===== config.mk =====
export PLATFORM = sky130hd
export DESIGN_NAME = cmd_receiver
export DESIGN_NICKNAME = d
export VERILOG_FILES = /design/src/rtl/cmd_receiver_pkg.sv /design/src/rtl/cmd_receiver_uart_rx.sv /design/src/rtl/cmd_receiver.sv
export SDC_FILE = /design/constraint.sdc
export NUM_CORES = 1
export LEC_CHECK = 0
export ABC_AREA = 1
export BUFFER_PORTS_ARGS = -buffer_cell sky130_fd_sc_hd__buf_4
export CAP_MARGIN = 20
export CORE_MARGIN = 8
export CORE_UTILIZATION = 59
export DETAILED_ROUTE_END_ITERATION = 8
export PLACE_DENSITY = 0.79
export SLEW_MARGIN = 30
export SYNTH_ARGS = -nofsm -noshare
export SYNTH_HDL_FRONTEND = slang
export SYNTH_SLANG_ARGS = --single-unit
export TNS_END_PERCENT = 50

===== constraint.sdc =====
create_clock -name clock -period 2.1 [get_ports clock]
set_input_delay 0.21 -clock clock [delete_from_list [all_inputs] [get_ports clock]]
set_output_delay 0.21 -clock clock [all_outputs]
set_load 0.01 [all_outputs]

===== src/rtl/cmd_receiver_pkg.sv =====
// Command-format constants and FSM state types shared by the SUMP command receiver.
package cmd_receiver_pkg;

  localparam int unsigned CMD_WIDTH      = 40;
  localparam int unsigned OPCODE_WIDTH   = 8;
  localparam int unsigned DATA_WIDTH     = CMD_WIDTH - OPCODE_WIDTH;
  localparam int unsigned LONG_CMD_BIT   = 7;
  localparam int unsigned LONG_ARG_BYTES = 4;

  typedef enum logic [1:0] {
    BIT_IDLE,
    BIT_START,
    BIT_DATA,
    BIT_STOP
  } bit_state_e;

  typedef enum logic {
    CMD_OPCODE,
    CMD_ARGS
  } cmd_state_e;

endpackage


===== src/rtl/cmd_receiver_uart_rx.sv =====
// 8N1 UART byte receiver: 2-flop synchroniser, start-edge detect, mid-bit sampling.
module uart_rx_byte
  import cmd_receiver_pkg::*;
#(
  parameter int unsigned CLOCK_FREQ = 100000000,
  parameter int unsigned BAUD       = 115200
) (
  input  logic                    clk_i,
  input  logic                    rst_ni,
  input  logic                    rx_i,
  output logic [OPCODE_WIDTH-1:0] byte_o,
  output logic                    byte_valid_o,
  output logic                    framing_error_o,
  output logic                    idle_o
);

  localparam int unsigned BIT_CYCLES = CLOCK_FREQ / BAUD;
  localparam int unsigned CNT_W      = $clog2(BIT_CYCLES);
  localparam logic [CNT_W-1:0] HALF_RELOAD = CNT_W'(BIT_CYCLES / 2 - 1);
  localparam logic [CNT_W-1:0] FULL_RELOAD = CNT_W'(BIT_CYCLES - 1);

  logic [1:0]              sync_q;
  logic                    rx_prev_q;
  bit_state_e              state_q, state_d;
  logic [CNT_W-1:0]        cnt_q, cnt_d;
  logic [2:0]              bit_idx_q, bit_idx_d;
  logic [OPCODE_WIDTH-1:0] shift_q, shift_d;
  logic                    rx_s;

  assign rx_s   = sync_q[1];
  assign byte_o = shift_q;
  assign idle_o = (state_q == BIT_IDLE);

  always_ff @(posedge clk_i) begin
    if (!rst_ni) begin
      sync_q    <= '1;
      rx_prev_q <= 1'b1;
      state_q   <= BIT_IDLE;
      cnt_q     <= '0;
      bit_idx_q <= '0;
      shift_q   <= '0;
    end else begin
      sync_q    <= {sync_q[0], rx_i};
      rx_prev_q <= rx_s;
      state_q   <= state_d;
      cnt_q     <= cnt_d;
      bit_idx_q <= bit_idx_d;
      shift_q   <= shift_d;
    end
  end

  always_comb begin
    state_d         = state_q;
    cnt_d           = cnt_q;
    bit_idx_d       = bit_idx_q;
    shift_d         = shift_q;
    byte_valid_o    = 1'b0;
    framing_error_o = 1'b0;
    case (state_q)
      BIT_IDLE: begin
        if (rx_prev_q && !rx_s) begin
          state_d = BIT_START;
          cnt_d   = HALF_RELOAD;
        end
      end
      BIT_START: begin
        // Re-check the line at mid start bit; a high level means the edge was a glitch.
        if (cnt_q == '0) begin
          if (rx_s) begin
            state_d = BIT_IDLE;
          end else begin
            state_d   = BIT_DATA;
            cnt_d     = FULL_RELOAD;
            bit_idx_d = '0;
          end
        end else begin
          cnt_d = cnt_q - 1'b1;
        end
      end
      BIT_DATA: begin
        if (cnt_q == '0) begin
          shift_d   = {rx_s, shift_q[OPCODE_WIDTH-1:1]};
          cnt_d     = FULL_RELOAD;
          bit_idx_d = bit_idx_q + 1'b1;
          if (bit_idx_q == 3'd7) state_d = BIT_STOP;
        end else begin
          cnt_d = cnt_q - 1'b1;
        end
      end
      BIT_STOP: begin
        if (cnt_q == '0) begin
          state_d = BIT_IDLE;
          if (rx_s) byte_valid_o    = 1'b1;
          else      framing_error_o = 1'b1;
        end else begin
          cnt_d = cnt_q - 1'b1;
        end
      end
      default: state_d = BIT_IDLE;
    endcase
  end

endmodule


===== src/rtl/cmd_receiver.sv =====
// SUMP command front end: assembles 1-byte short and 5-byte long commands from the UART.
module cmd_receiver
  import cmd_receiver_pkg::*;
#(
  parameter int unsigned CLOCK_FREQ   = 100000000,
  parameter int unsigned BAUD         = 115200,
  parameter int unsigned TIMEOUT_BITS = 40
) (
  input  logic                 clock,
  input  logic                 reset_n,
  input  logic                 rx,
  output logic [CMD_WIDTH-1:0] cmd,
  output logic                 execute,
  output logic                 framingError,
  output logic                 rxActive
);

  localparam int unsigned BIT_CYCLES     = CLOCK_FREQ / BAUD;
  localparam int unsigned TIMEOUT_CYCLES = TIMEOUT_BITS * BIT_CYCLES;
  localparam int unsigned TO_W           = $clog2(TIMEOUT_CYCLES + 1);
  localparam int unsigned IDX_W          = $clog2(LONG_ARG_BYTES);

  logic [OPCODE_WIDTH-1:0] rx_byte;
  logic                    byte_valid;
  logic                    frame_err;
  logic                    bit_idle;

  cmd_state_e              state_q, state_d;
  logic [OPCODE_WIDTH-1:0] opcode_q, opcode_d;
  logic [DATA_WIDTH-1:0]   data_q, data_d;
  logic [IDX_W-1:0]        idx_q, idx_d;
  logic [CMD_WIDTH-1:0]    cmd_q, cmd_d;
  logic                    execute_q, execute_d;
  logic                    framing_q;
  logic [TO_W-1:0]         idle_cnt_q, idle_cnt_d;
  logic                    timeout;

  uart_rx_byte #(
    .CLOCK_FREQ(CLOCK_FREQ),
    .BAUD      (BAUD)
  ) u_rx (
    .clk_i          (clock),
    .rst_ni         (reset_n),
    .rx_i           (rx),
    .byte_o         (rx_byte),
    .byte_valid_o   (byte_valid),
    .framing_error_o(frame_err),
    .idle_o         (bit_idle)
  );

  always_ff @(posedge clock) begin
    if (!reset_n) begin
      state_q    <= CMD_OPCODE;
      opcode_q   <= '0;
      data_q     <= '0;
      idx_q      <= '0;
      cmd_q      <= '0;
      execute_q  <= 1'b0;
      framing_q  <= 1'b0;
      idle_cnt_q <= '0;
    end else begin
      state_q    <= state_d;
      opcode_q   <= opcode_d;
      data_q     <= data_d;
      idx_q      <= idx_d;
      cmd_q      <= cmd_d;
      execute_q  <= execute_d;
      framing_q  <= frame_err;
      idle_cnt_q <= idle_cnt_d;
    end
  end

  // Idle counter only advances between bytes of a long command; any active byte clears it.
  always_comb begin
    timeout    = 1'b0;
    idle_cnt_d = '0;
    if (state_q == CMD_ARGS && bit_idle) begin
      if (idle_cnt_q == TO_W'(TIMEOUT_CYCLES - 1)) timeout = 1'b1;
      else                                          idle_cnt_d = idle_cnt_q + 1'b1;
    end
  end

  always_comb begin
    state_d   = state_q;
    opcode_d  = opcode_q;
    data_d    = data_q;
    idx_d     = idx_q;
    cmd_d     = cmd_q;
    execute_d = 1'b0;
    case (state_q)
      CMD_OPCODE: begin
        if (byte_valid) begin
          opcode_d = rx_byte;
          if (rx_byte[LONG_CMD_BIT]) begin
            state_d = CMD_ARGS;
            idx_d   = '0;
          end else begin
            execute_d = 1'b1;
            cmd_d     = {{DATA_WIDTH{1'b0}}, rx_byte};
          end
        end
      end
      CMD_ARGS: begin
        // Arguments shift in from the top, so after four bytes the first lands in data[7:0].
        if (frame_err || timeout) begin
          state_d = CMD_OPCODE;
        end else if (byte_valid) begin
          data_d = {rx_byte, data_q[DATA_WIDTH-1:OPCODE_WIDTH]};
          idx_d  = idx_q + 1'b1;
          if (idx_q == IDX_W'(LONG_ARG_BYTES - 1)) begin
            state_d   = CMD_OPCODE;
            execute_d = 1'b1;
            cmd_d     = {rx_byte, data_q[DATA_WIDTH-1:OPCODE_WIDTH], opcode_q};
          end
        end
      end
      default: state_d = CMD_OPCODE;
    endcase
  end

  assign cmd          = cmd_q;
  assign execute      = execute_q;
  assign framingError = framing_q;
  assign rxActive     = !bit_idle || (state_q == CMD_ARGS);

endmodule


==> results_dict.tcl <==
set metrics [dict create \
    status "completed" \
    p_clk_share_pct 43.2 \
    hold-path-cell-count 3 \
    drtPass1Iterations 6 \
    grt_pass1_wl_mm 20.02 \
    synth-seq-cells 119 \
    gp_congestion 0.8813 \
    syn-instance-count 687 \
    cp_max_fo 11 \
    tightest_slew_ps 504.0 \
    synthArstFlopShare_pct 0 \
    period_share_pct 94.88 \
    yosysUniqueCellTypes 33 \
    cp-start-kind "register" \
    syn_area_um2 5121 \
    synth_largest_area_cell "dfxtp_1" \
    hp-class "in2reg" \
    required_ps 2540 \
    route.detailed.drc 0 \
    drt.antenna.violating_nets 0 \
    slew_violations 0 \
    start_util_pct 59.89 \
    io_pins 46 \
    crit_path_end_kind "register" \
    peakVddDrop_uv 614.9 \
    slew_headroom_pct 66.35 \
    slowest_delay_ps 450 \
    cap_violations 0 \
    setup_viol 0 \
    drive_above_1_share_pct 16.29 \
    seq_area_frac_synth_pct 46.52 \
    num_vias 4707 \
    cts-root-buf "clkbuf_8" \
    comb_power_share_pct 19.0 \
    hold_path_end "u_rx.sync_q[0]" \
    rr_worst_depth 9 \
    yosysWarnings 0 \
    synth_top_area_share_pct 46.52 \
    finClkSkew_ps 6.316 \
    post-route-util_pct 72.07 \
    switchingPower_mw 2.062 \
    r2r-start "u_rx.state_q[0]" \
    r2r_end "data_q[31]" \
    grt_pass1_vias 4431 \
    worstPathCellList "inv_1, ha_1, nand2_1, inv_1, nand3_1, nand2_2, nor2_2, nand2_1, a21oi_1" \
    synthTopCellsByArea "dfxtp_1 (47%), nor2_1 (9.2%), nand2_1 (7.7%)" \
    die_w_um 109.2 \
    fp.dieH_um 109.2 \
    worstSetupPathType "reg2reg" \
    routed_wl_mm 12.23 \
    hold_start "rx" \
    cp_slowest_cell "nor2_2" \
    synth_nets 700 \
    finalSetupTns_ps 0 \
    cts_made_buffers 17 \
    diodes 0 \
    core_area_um2 8551 \
    dp.cells 821 \
    hold_viol 0 \
    nFillCells 665 \
    via_per_inst 5.492 \
    p_leak_nw 2.557 \
    rows 34 \
    area_growth_pct 20.33 \
    port_buffers 45 \
    seq_power_share_pct 37.8 \
    clock_path_buffers 2 \
    intPower_mw 4.496 \
    cp.arrival_ps 2440 \
    first_iter_violations 440 \
    grt_start_max_net_pins 42 \
    clk-insertion-delay-late_ps 520 \
    grt_remaining_overflow 0 \
    wire_per_inst_um 14.26 \
    die_area_um2 11920 \
    reg2reg_setup_slack_ps 110 \
    final_nets 749 \
    ys.flop_type "dfxtp_1" \
    clkSinkCount 119 \
    switching_share_pct 31.44 \
    power.density_nw_per_um2 1064 \
    clk_pin_slew_ps 60 \
    cts_tree "done" \
    cts_htree_levels 4 \
    max_freq_ghz 0.5019 \
    period_needed_ps 1993 \
    track_usage_pct 20.84 \
    rsz0062_at_grt "no" \
    synth_area_per_cell_um2 7.454 \
    synth-edff-count 0 \
    dp_hpwl_mm 8.050 \
    final_cells 857 \
    grt_antenna_before_repair 0 \
]
-- routing by layer --
metal	global-route usage [%]	vias up	routed length [um]
met1	25.08	2173	5349
met5	0	-	0
met2	34.40	153	5859
li1	-	2354	-
met4	8.700	0	243
met3	5.615	27	773
-- synth_stat cells, types with 4 or more instances --
master / number
nand4_1: 11
inv_2: 6
nand3_2: 5
nor2_1: 126
o21ai_0: 40
nor3_1: 10
buf_2: 8
clkbuf_1: 13
a21oi_1: 71
buf_6: 5
buf_4: 4
or2_2: 4
inv_1: 47
dfxtp_1: 119
nand2_2: 5
ha_1: 10
nand2_1: 105
nand3_1: 52
o21ai_1: 19
nor2_4: 7
-- layout make-up --
cell class | count | area, um^2 | area share (%)
timing repair buffer | 60 | 475.5 | 7.716
clock inverter | 15 | 170.2 | 2.761
multi-input combinational | 485 | 2381 | 38.64
tap | 108 | 135.1 | 2.193
clock buffer | 17 | 414.1 | 6.721
sequential | 119 | 2382 | 38.66
inverter | 53 | 203.9 | 3.310
-- worst max-delay path, delay by kind of cell, from the launching register on --
family	cells	cell delay, ps
and+or+nand+nor	5	920
DFF	1	430
adders and majority gates	1	230
buffers and inverters	2	190
AOI/OAI and AO/OA	1	160
-- sequential cells by signal, summed over array words and instances, names as in the netlist, named ones only --
name	count
cmd	40
data_q	24
execute	1
framingError	1
idle_cnt_q	16
idx_q	2
opcode_q	8
state_q	1
u_rx.bit_idx_q	3
u_rx.byte_o	8
u_rx.cnt_q	10
u_rx.rx_prev_q	1
u_rx.state_q	1
u_rx.sync_q	2
-- per-stage QoR --
| stage | power [mW] | instance area (um^2) | hold slack (ps) | worst slack, ps |
|---|---|---|---|---|
| floorplan | 3.495 | 5121 | 316.6 | 517.5 |
| global placement | 3.711 | 5518 | 400.3 | 173.7 |
| detailed placement | 3.765 | 5518 | 400.3 | 90.42 |
| CTS | 6.580 | 6122 | 402.9 | 63.03 |
| global route | 6.872 | 6162 | 407.1 | 2.773 |
| finish | 6.558 | 6162 | 414.4 | 107.4 |
-- how the worst max path moves through the flow --
stage	start	endpoint	slack, ps	cells past startpoint
finish	u_rx.state_q[0]	data_q[31]	110	9
global route	u_rx.state_q[0]	data_q[21]	3	10
CTS	u_rx.state_q[0]	data_q[9]	60	10
detailed placement	u_rx.cnt_q[0]	data_q[23]	90	9
global placement	u_rx.cnt_q[0]	data_q[23]	170	9
floorplan	u_rx.state_q[0]	data_q[24]	520	11
-- timing repair --
item                                    4_1_cts  5_1_grt
hold endpoints to repair                      2        0
resized for setup                             0        7
endpoints found under the setup margin        0       52
hold buffers                                  2        0
setup buffers                                 0        1
-- cell usage in the layout (no fill, tap or decap), drive strengths merged, types with 4 or more instances in the layout --
| cell | instances |
|---|---|
| dfxtp | 119 |
| nor2 | 137 |
| ha | 10 |
| clkinv | 4 |
| clkbuf | 17 |
| nand4 | 12 |
| nand3 | 57 |
| buf | 58 |
| nor3 | 10 |
| clkinvlp | 4 |
| inv | 58 |
| or2 | 4 |
| nand2 | 110 |
| o21ai | 59 |
| a21oi | 71 |
-- kinds of logic (layout without fill, tap and decap cells) --
family                   count (synthesis)  after routing  synth area share, %
AO/OA/AOI/OAI                          137            137                13.68
AND/OR/NAND/NOR                        333            334                29.29
adder cells (fa/ha/maj)                 10             10                2.443
flip-flops                             119            119                46.52
XOR/XNOR                                 4              4               0.6842
buffers and inverters                   84            145                7.378
-- power by group through the flow --
stage                     Sequential (mW)  Clock, mW  Combinational (mW)
final                                2.48       2.83                1.25
after detailed placement             2.52          0                1.24
after global routing                 2.49       2.97                1.41
after floorplan                      2.49          0                1.00
after global placement               2.52          0                1.19
after CTS                            2.47       2.86                1.25
Note: power is estimated with default switching activity, not from simulation.
